`src/rtl/alarm_ctrl.sv`:
```
// Alarm clock controller: mode FSM, one-second prescaler, alarm time storage
// and ring control in front of an external BCD time counter.
module alarm_ctrl #(
    parameter int unsigned TICK_DIV     = 100000000,
    parameter int unsigned RING_SECONDS = 30
) (
    input  logic       clk,
    input  logic       rst,
    input  logic       btn_mode,
    input  logic       btn_hour,
    input  logic       btn_min,
    input  logic       alarm_en,
    input  logic [3:0] h_tens,
    input  logic [3:0] h_units,
    input  logic [3:0] m_tens,
    input  logic [3:0] m_units,
    input  logic [3:0] s_tens,
    input  logic [3:0] s_units,
    output logic       tick,
    output logic       time_add_hour,
    output logic       time_add_minute,
    output logic       time_cfg_en,
    output logic [3:0] a_h_tens,
    output logic [3:0] a_h_units,
    output logic [3:0] a_m_tens,
    output logic [3:0] a_m_units,
    output logic       show_alarm,
    output logic       ringing
);

    localparam int unsigned CNT_W  = (TICK_DIV > 1) ? $clog2(TICK_DIV) : 1;
    localparam int unsigned RING_W = (RING_SECONDS > 1) ? $clog2(RING_SECONDS + 1) : 1;

    typedef enum logic [1:0] {
        NORMAL    = 2'd0,
        SET_TIME  = 2'd1,
        SET_ALARM = 2'd2,
        RING      = 2'd3
    } state_t;

    state_t            state;
    state_t            state_n;
    logic [CNT_W-1:0]  cnt;
    logic [RING_W-1:0] ring_cnt;
    logic              match;
    logic              match_q;
    logic              any_btn;
    logic              ring_done;
    logic [3:0]        hr_tens_n;
    logic [3:0]        hr_units_n;
    logic [3:0]        mn_tens_n;
    logic [3:0]        mn_units_n;

    // Alarm condition at the top of the matching minute
    always_comb begin
        match = alarm_en
              && (h_tens == a_h_tens) && (h_units == a_h_units)
              && (m_tens == a_m_tens) && (m_units == a_m_units)
              && (s_tens == 4'd0) && (s_units == 4'd0);
        any_btn   = btn_mode || btn_hour || btn_min;
        ring_done = (state == RING) && tick
                  && (ring_cnt == RING_W'(RING_SECONDS - 1));
    end

    // Next-state: a new alarm edge wins over a mode press in NORMAL
    always_comb begin
        state_n = state;
        case (state)
            NORMAL: begin
                if (match && !match_q) state_n = RING;
                else if (btn_mode)     state_n = SET_TIME;
            end
            SET_TIME:  if (btn_mode) state_n = SET_ALARM;
            SET_ALARM: if (btn_mode) state_n = NORMAL;
            RING:      if (!alarm_en || any_btn || ring_done) state_n = NORMAL;
            default:   state_n = NORMAL;
        endcase
    end

    // Next alarm hour (00..23) and minute (00..59) in BCD
    always_comb begin
        hr_tens_n  = a_h_tens;
        hr_units_n = a_h_units + 4'd1;
        if (a_h_tens == 4'd2 && a_h_units == 4'd3) begin
            hr_tens_n  = 4'd0;
            hr_units_n = 4'd0;
        end else if (a_h_units == 4'd9) begin
            hr_tens_n  = a_h_tens + 4'd1;
            hr_units_n = 4'd0;
        end
        mn_tens_n  = a_m_tens;
        mn_units_n = a_m_units + 4'd1;
        if (a_m_units == 4'd9) begin
            mn_units_n = 4'd0;
            mn_tens_n  = (a_m_tens == 4'd5) ? 4'd0 : a_m_tens + 4'd1;
        end
    end

    // FSM state and mode-indicator outputs, aligned with the state register
    always_ff @(posedge clk or negedge rst) begin
        if (!rst) begin
            state           <= NORMAL;
            time_cfg_en     <= 1'b0;
            show_alarm      <= 1'b0;
            ringing         <= 1'b0;
            time_add_hour   <= 1'b0;
            time_add_minute <= 1'b0;
            match_q         <= 1'b0;
        end else begin
            state           <= state_n;
            time_cfg_en     <= (state_n == SET_TIME);
            show_alarm      <= (state_n == SET_ALARM);
            ringing         <= (state_n == RING);
            time_add_hour   <= (state == SET_TIME) && btn_hour && !btn_mode;
            time_add_minute <= (state == SET_TIME) && btn_min && !btn_mode;
            match_q         <= match;
        end
    end

    // One-second prescaler, frozen at zero while the time is being set
    always_ff @(posedge clk or negedge rst) begin
        if (!rst) begin
            cnt  <= '0;
            tick <= 1'b0;
        end else if (state == SET_TIME) begin
            cnt  <= '0;
            tick <= 1'b0;
        end else if (cnt == CNT_W'(TICK_DIV - 1)) begin
            cnt  <= '0;
            tick <= 1'b1;
        end else begin
            cnt  <= cnt + CNT_W'(1);
            tick <= 1'b0;
        end
    end

    // Seconds spent ringing
    always_ff @(posedge clk or negedge rst) begin
        if (!rst) begin
            ring_cnt <= '0;
        end else if (state != RING) begin
            ring_cnt <= '0;
        end else if (tick) begin
            ring_cnt <= ring_cnt + RING_W'(1);
        end
    end

    // Alarm time edits; a simultaneous mode press cancels the edit
    always_ff @(posedge clk or negedge rst) begin
        if (!rst) begin
            a_h_tens  <= 4'd0;
            a_h_units <= 4'd0;
            a_m_tens  <= 4'd0;
            a_m_units <= 4'd0;
        end else if (state == SET_ALARM && !btn_mode) begin
            if (btn_hour) begin
                a_h_tens  <= hr_tens_n;
                a_h_units <= hr_units_n;
            end
            if (btn_min) begin
                a_m_tens  <= mn_tens_n;
                a_m_units <= mn_units_n;
            end
        end
    end

endmodule
```
`config.mk`:
```
export PLATFORM = sky130hd
export DESIGN_NAME = alarm_ctrl
export DESIGN_NICKNAME = d
export VERILOG_FILES = /design/src/rtl/alarm_ctrl.sv
export SDC_FILE = /design/constraint.sdc
export NUM_CORES = 1
export LEC_CHECK = 0
export ABC_CLOCK_PERIOD_IN_PS = 2000
export CAP_MARGIN = 25
export CELL_PAD_IN_SITES_DETAIL_PLACEMENT = 0
export CELL_PAD_IN_SITES_GLOBAL_PLACEMENT = 2
export CORE_UTILIZATION = 33
export DETAILED_ROUTE_END_ITERATION = 10
export PLACE_DENSITY_LB_ADDON = 0.1
export SYNTH_ARGS = -nofsm -noshare
export SYNTH_HDL_FRONTEND = slang
export SYNTH_SLANG_ARGS = --single-unit
```
`constraint.sdc`:
```
create_clock -name clk -period 2 [get_ports clk]
set_input_delay 0.4 -clock clk [delete_from_list [all_inputs] [get_ports clk]]
set_output_delay 0.4 -clock clk [all_outputs]
set_load 0.01 [all_outputs]
```
After elaboration in Yosys (flattened, before gate mapping)
Cells that the tools add are included.
{ "word_totals": {"output_inout_bits": 22, "inputBits": 30, "word_cells": 87, "register_bits": 57} }
{ "op_classes": {"n_eq_ne": 18, "mux": 18, "addsub": 6, "n_reduce_logical": 31} }
{ "ops": {"columns": ["op", "n"], "rows": [
  ["two-way mux 27 bit", 2],
  ["adder 27 x 1 -> 27 bit, second input constant", 1],
  ["equality test 27 bit, second input constant", 1],
  ["two-way mux 4 bit", 6],
  ["adder 4 x 1 -> 4 bit, second input constant", 4],
  ["equality test 4 bit", 4],
  ["logical AND 1 bit", 15],
  ["two-way mux 2 bit", 5],
  ["two-way mux 5 bit", 2],
  ["equality test 2 bit, second input constant", 4],
  ["equality test 4 x 2 -> 1 bit, second input constant", 2],
  ["equality test 4 bit, second input constant", 2],
  ["logical NOT 4 bit", 2],
  ["one-hot mux 2 bit (4 select lines)", 1],
  ["AND reduction 3 bit", 2],
  ["adder 5 x 1 -> 5 bit, second input constant", 1],
  ["equality test 5 bit, second input constant", 1],
  ["equality test 2 x 1 -> 1 bit, second input constant", 2],
  ["equality test 4 x 3 -> 1 bit, second input constant", 1],
  ["logical OR 1 bit", 4],
  ["AND reduction 2 bit", 2],
  ["nonzero test 2 bit", 2],
  ["logical NOT 1 bit", 3],
  ["logical NOT 2 bit", 1],
  ["other kinds (2)", 3]
]} }

Longest topological paths before layout
{ "depth": {"depth_word": 11, "depth_mapped": 7, "ltp_nobuf": 7} }

Worst setup path after synthesis
OpenSTA, ideal clock, no wires.
{ "synth_path": {"path_kind": "reg-to-reg", "start": "reg cnt[12]", "end": "reg cnt[22]", "setup_ps": 119, "required_time_ps": 1881, "setup_slack_ps": 173, "stages_incl_launch_ff": 7, "t_arrival_ps": 1708, "cell_sequence": "dfrtp_1 or4_4 nor4_4 nand4_2 nand2_4 buf_12 nor2_2"} }
{ "synth_via": {"elab_chain_cells": 3, "elab_cells_between_ends": 4, "classes_between": "1 x add/sub; 1 x eq/ne; 2 x mux"} }
{ "synth_lines": {"columns": ["item", "line_no", "text"], "rows": [
  ["start, declared", "43", "logic [CNT_W-1:0] cnt;"],
  ["start signal, assigned", "132", "cnt <= cnt + CNT_W'(1);"],
  ["adder 27 x 1 -> 27 bit / equality test 27 bit (equally long branches)", "132, 128", null],
  ["two-way mux 27 bit *", "128", "end else if (cnt == CNT_W'(TICK_DIV - 1)) begin"],
  ["two-way mux 27 bit *", "125", "end else if (state == SET_TIME) begin"]
]} }
Mark *: on every way between the ends. The rest lies on a longest branch, timed or not.
A chain may end at the register's enable or synchronous reset.

Final worst setup path
{ "layout_path": {"start": "reg cnt[9]", "end": "reg cnt[26]"} }
The elaborated chain is that of the path after synthesis.

==> run metrics <==
Final Max Tran Viols 0; Max Cap Viol 0; startpoint of the worst register-to-register path cnt[9]$_DFF_PN0_; Final Setup Violations 0; Worst EP required 2.22 ns; post-CTS setup buffers 0; drt first-iter violations 59; pre-CTS setup slack -0.221 ns; Layout Skew 0.0114 ns; count of standard-cell rows 34; Final nets 426; Worst-Margin Slew 0.518 ns; vias post-DR 2451; cells after synthesis 304; Hold WC Path Type in -> async; worst r2r path cells 6; Post-DP Area 3860 um^2; first-pass GRT wire length 12000 um; Clock Path Buffers 2; maximum clock rate 525 MHz; Root Buffer Master clkbuf_8; final instance area 4060 um^2; Pwr Density 935 nW/um^2; Clock Sinks 57; Die X 97.7 um; status finished with violations; Startpoint Class flop; synth unique cells 43; cell family with most CP delay simple AND/OR/NAND/NOR gates; area grow syn2layout 34.4%; critical path's slowest cell or4_4; DIE AREA 9550 um^2; Max-slew headroom 65.2%; minimum clock period 1.90 ns; initial antenna violation count 0; Worst Path Buf+Inv 1; Tcrit/Tclk final 95.2%; grt ovf 0; RSZ-0062 raised after global routing false; post-route setup TNS 0 ns; via density per instance 4.88; DRT antenna net count 0; Primary FF master, synth dfrtp_1; number of synthesized register bits 57; Starting Density 34.3%; core area 8810 um^2; I/O Buffers 51; syn_nets 341; r2r setup slk 0.1 ns; Die H 97.7 um; Worst Setup End Kind flop; Fin. Hold Viols 0; share of layout cells above drive strength 1 16.8%; I/O pin count 52; largest net degree at the start of global routing 58; Leak 1.72 nW; Fillers 851; Slowest Stage Delay on Critical Path 0.53 ns; hpwl dp 5170 um; RePlAce Congestion 0.763; Post-synth EDFFs 0; Worst-path clk slew 0.07 ns; cts repair resizes 0; failing checks design-rule violations; total track usage 15.9%; CTS tree done; asr flop ratio synth 100%; yosys warns 0; post-synthesis sequential area ratio 47.2%; WL/cell 13.9 um; Peak VDD IR 0.388 mV; Post-Route WL 6990 um; worst skew pair latency 0.33 ns; Num CTS Buffers 9; cts hold-fix bufs 0; Cell Chain, Critical Path or4_4, nor4_4, nand4_2, nand2_4, buf_12, nor2_1; critical path arrival 2.12 ns; final worst slack 0.0954 ns; 1st-pass router iterations 7; H-tree depth 3; Max FO, Critical Path 14; critical path type reg -> reg; DR DRC count 5; worst reg2reg endpoint cnt[26]$_DFF_PN0_; Mapped Avg Cell Area 9.95 um^2; Synth Cell Area 3020 um^2; vias in the first global route 2447; number of diodes 0
## state kept, by name (all words and copies together), names as in the netlist
register,flops
a_m_tens,4
time_add_minute,1
a_h_tens,4
tick,1
ringing,1
time_cfg_en,1
cnt,27
state,2
time_add_hour,1
a_m_units,4
ring_cnt,5
a_h_units,4
show_alarm,1
match_q,1
## per-stage QoR
step	instances	total power [W]	hold WS, ns	utilization [%]
floorplan	304	0.00214	0.104	-
global placement	486	0.00271	0.431	43.8
detailed placement	486	0.00271	0.428	43.8
CTS	502	0.00386	0.0638	46.1
global route	502	0.00404	0.0805	46.1
finish	502	0.00380	0.0613	46.1
## Yosys cell counts (2+ instances only)
cell	count	area, um^2
dfrtp_1	57	1430
nor4_1	4	25.0
and3_1	7	43.8
or2_2	2	12.5
o21ai_0	6	30.0
nor3_1	13	65.1
nor2_1	34	128
a22o_1	3	26.3
nand2b_1	4	25.0
ha_1	7	87.6
mux2_2	3	33.8
a21o_1	4	30.0
a21oi_1	9	45.0
clkbuf_1	2	7.51
xnor2_1	28	245
nand2_1	20	75.1
nand4_1	12	75.1
inv_1	12	45.0
xor2_1	20	175
nor2_2	10	62.6
nand3_1	24	120
and2_1	2	12.5
## cells by family (layout without fill, tap and decap cells)
| group | Yosys count | count (layout) | synth area share (%) |
|---|---|---|---|
| compound gates | 26 | 26 | 5.50 |
| xor+xnor | 48 | 48 | 13.9 |
| mux | 3 | 3 | 1.12 |
| fa+ha+maj | 7 | 7 | 2.90 |
| simple gates | 146 | 146 | 26.5 |
| buf+inv | 17 | 107 | 2.94 |
| flops | 57 | 57 | 47.2 |
## cells in the final DEF, fill, tap and decap left out, types with 2 or more instances in the layout
cell / netlist / routed
mux2_2: 3 / 3
buf_12: 1 / 2
xnor2_1: 28 / 28
clkdlybuf4s50_1: 0 / 50
nand4_1: 12 / 12
and2_1: 2 / 2
xor2_1: 20 / 20
or2_2: 2 / 2
nor2_2: 10 / 10
inv_1: 12 / 12
o21ai_0: 6 / 6
nand3_1: 24 / 24
a21oi_1: 9 / 9
nand2_1: 20 / 20
nor3_1: 13 / 13
dfrtp_1: 57 / 57
clkbuf_1: 2 / 2
and3_1: 7 / 7
a21o_1: 4 / 4
buf_4: 0 / 26
a22o_1: 3 / 3
nor2_1: 34 / 34
ha_1: 7 / 7
nand2b_1: 4 / 4
clkbuf_8: 0 / 12
nor4_1: 4 / 4
## metal layers
metal	share of wire (%)	GRT usage, %
met2	42	23.1
met4	1.5	6.29
met3	3.8	3.44
met1	52	23.0
met5	0	0
## power breakdown
group / internal [W] / switching [W]
Clock: 0.000677 / 0.000451
Sequential: 0.00131 / 0.000217
Combinational: 0.000592 / 0.000556
Total: 0.00258 / 0.00122
## final cells by class
cell class / instances / area (um^2) / share of cell area [%]
Sequential cell: 57 / 1430 / 35.1
Tap cell: 108 / 135 / 3.33
Clock inverter: 2 / 35.0 / 0.862
Timing Repair Buffer: 79 / 741 / 18.2
Multi-Input combinational cell: 230 / 1510 / 37.1
Inverter: 12 / 45.0 / 1.11
Clock buffer: 14 / 173 / 4.25
## how the worst max path moves through the flow
stage,start,end,slack (ns),cells past startpoint
2_1_floorplan,cnt[12]$_DFF_PN0_,cnt[22]$_DFF_PN0_,0.17,6
3_5_place_dp,btn_mode,a_m_tens[3]$_DFFE_PN0P_,-0.22,7
4_1_cts,cnt[9]$_DFF_PN0_,cnt[11]$_DFF_PN0_,0.07,6
6_report,cnt[9]$_DFF_PN0_,cnt[26]$_DFF_PN0_,0.1,6
3_3_place_gp,btn_mode,a_m_tens[3]$_DFFE_PN0P_,-0.16,7
5_1_grt,btn_mode,a_m_tens[2]$_DFFE_PN0P_,0.004,6
No activity file was read; power rests on OpenSTA's default activity.
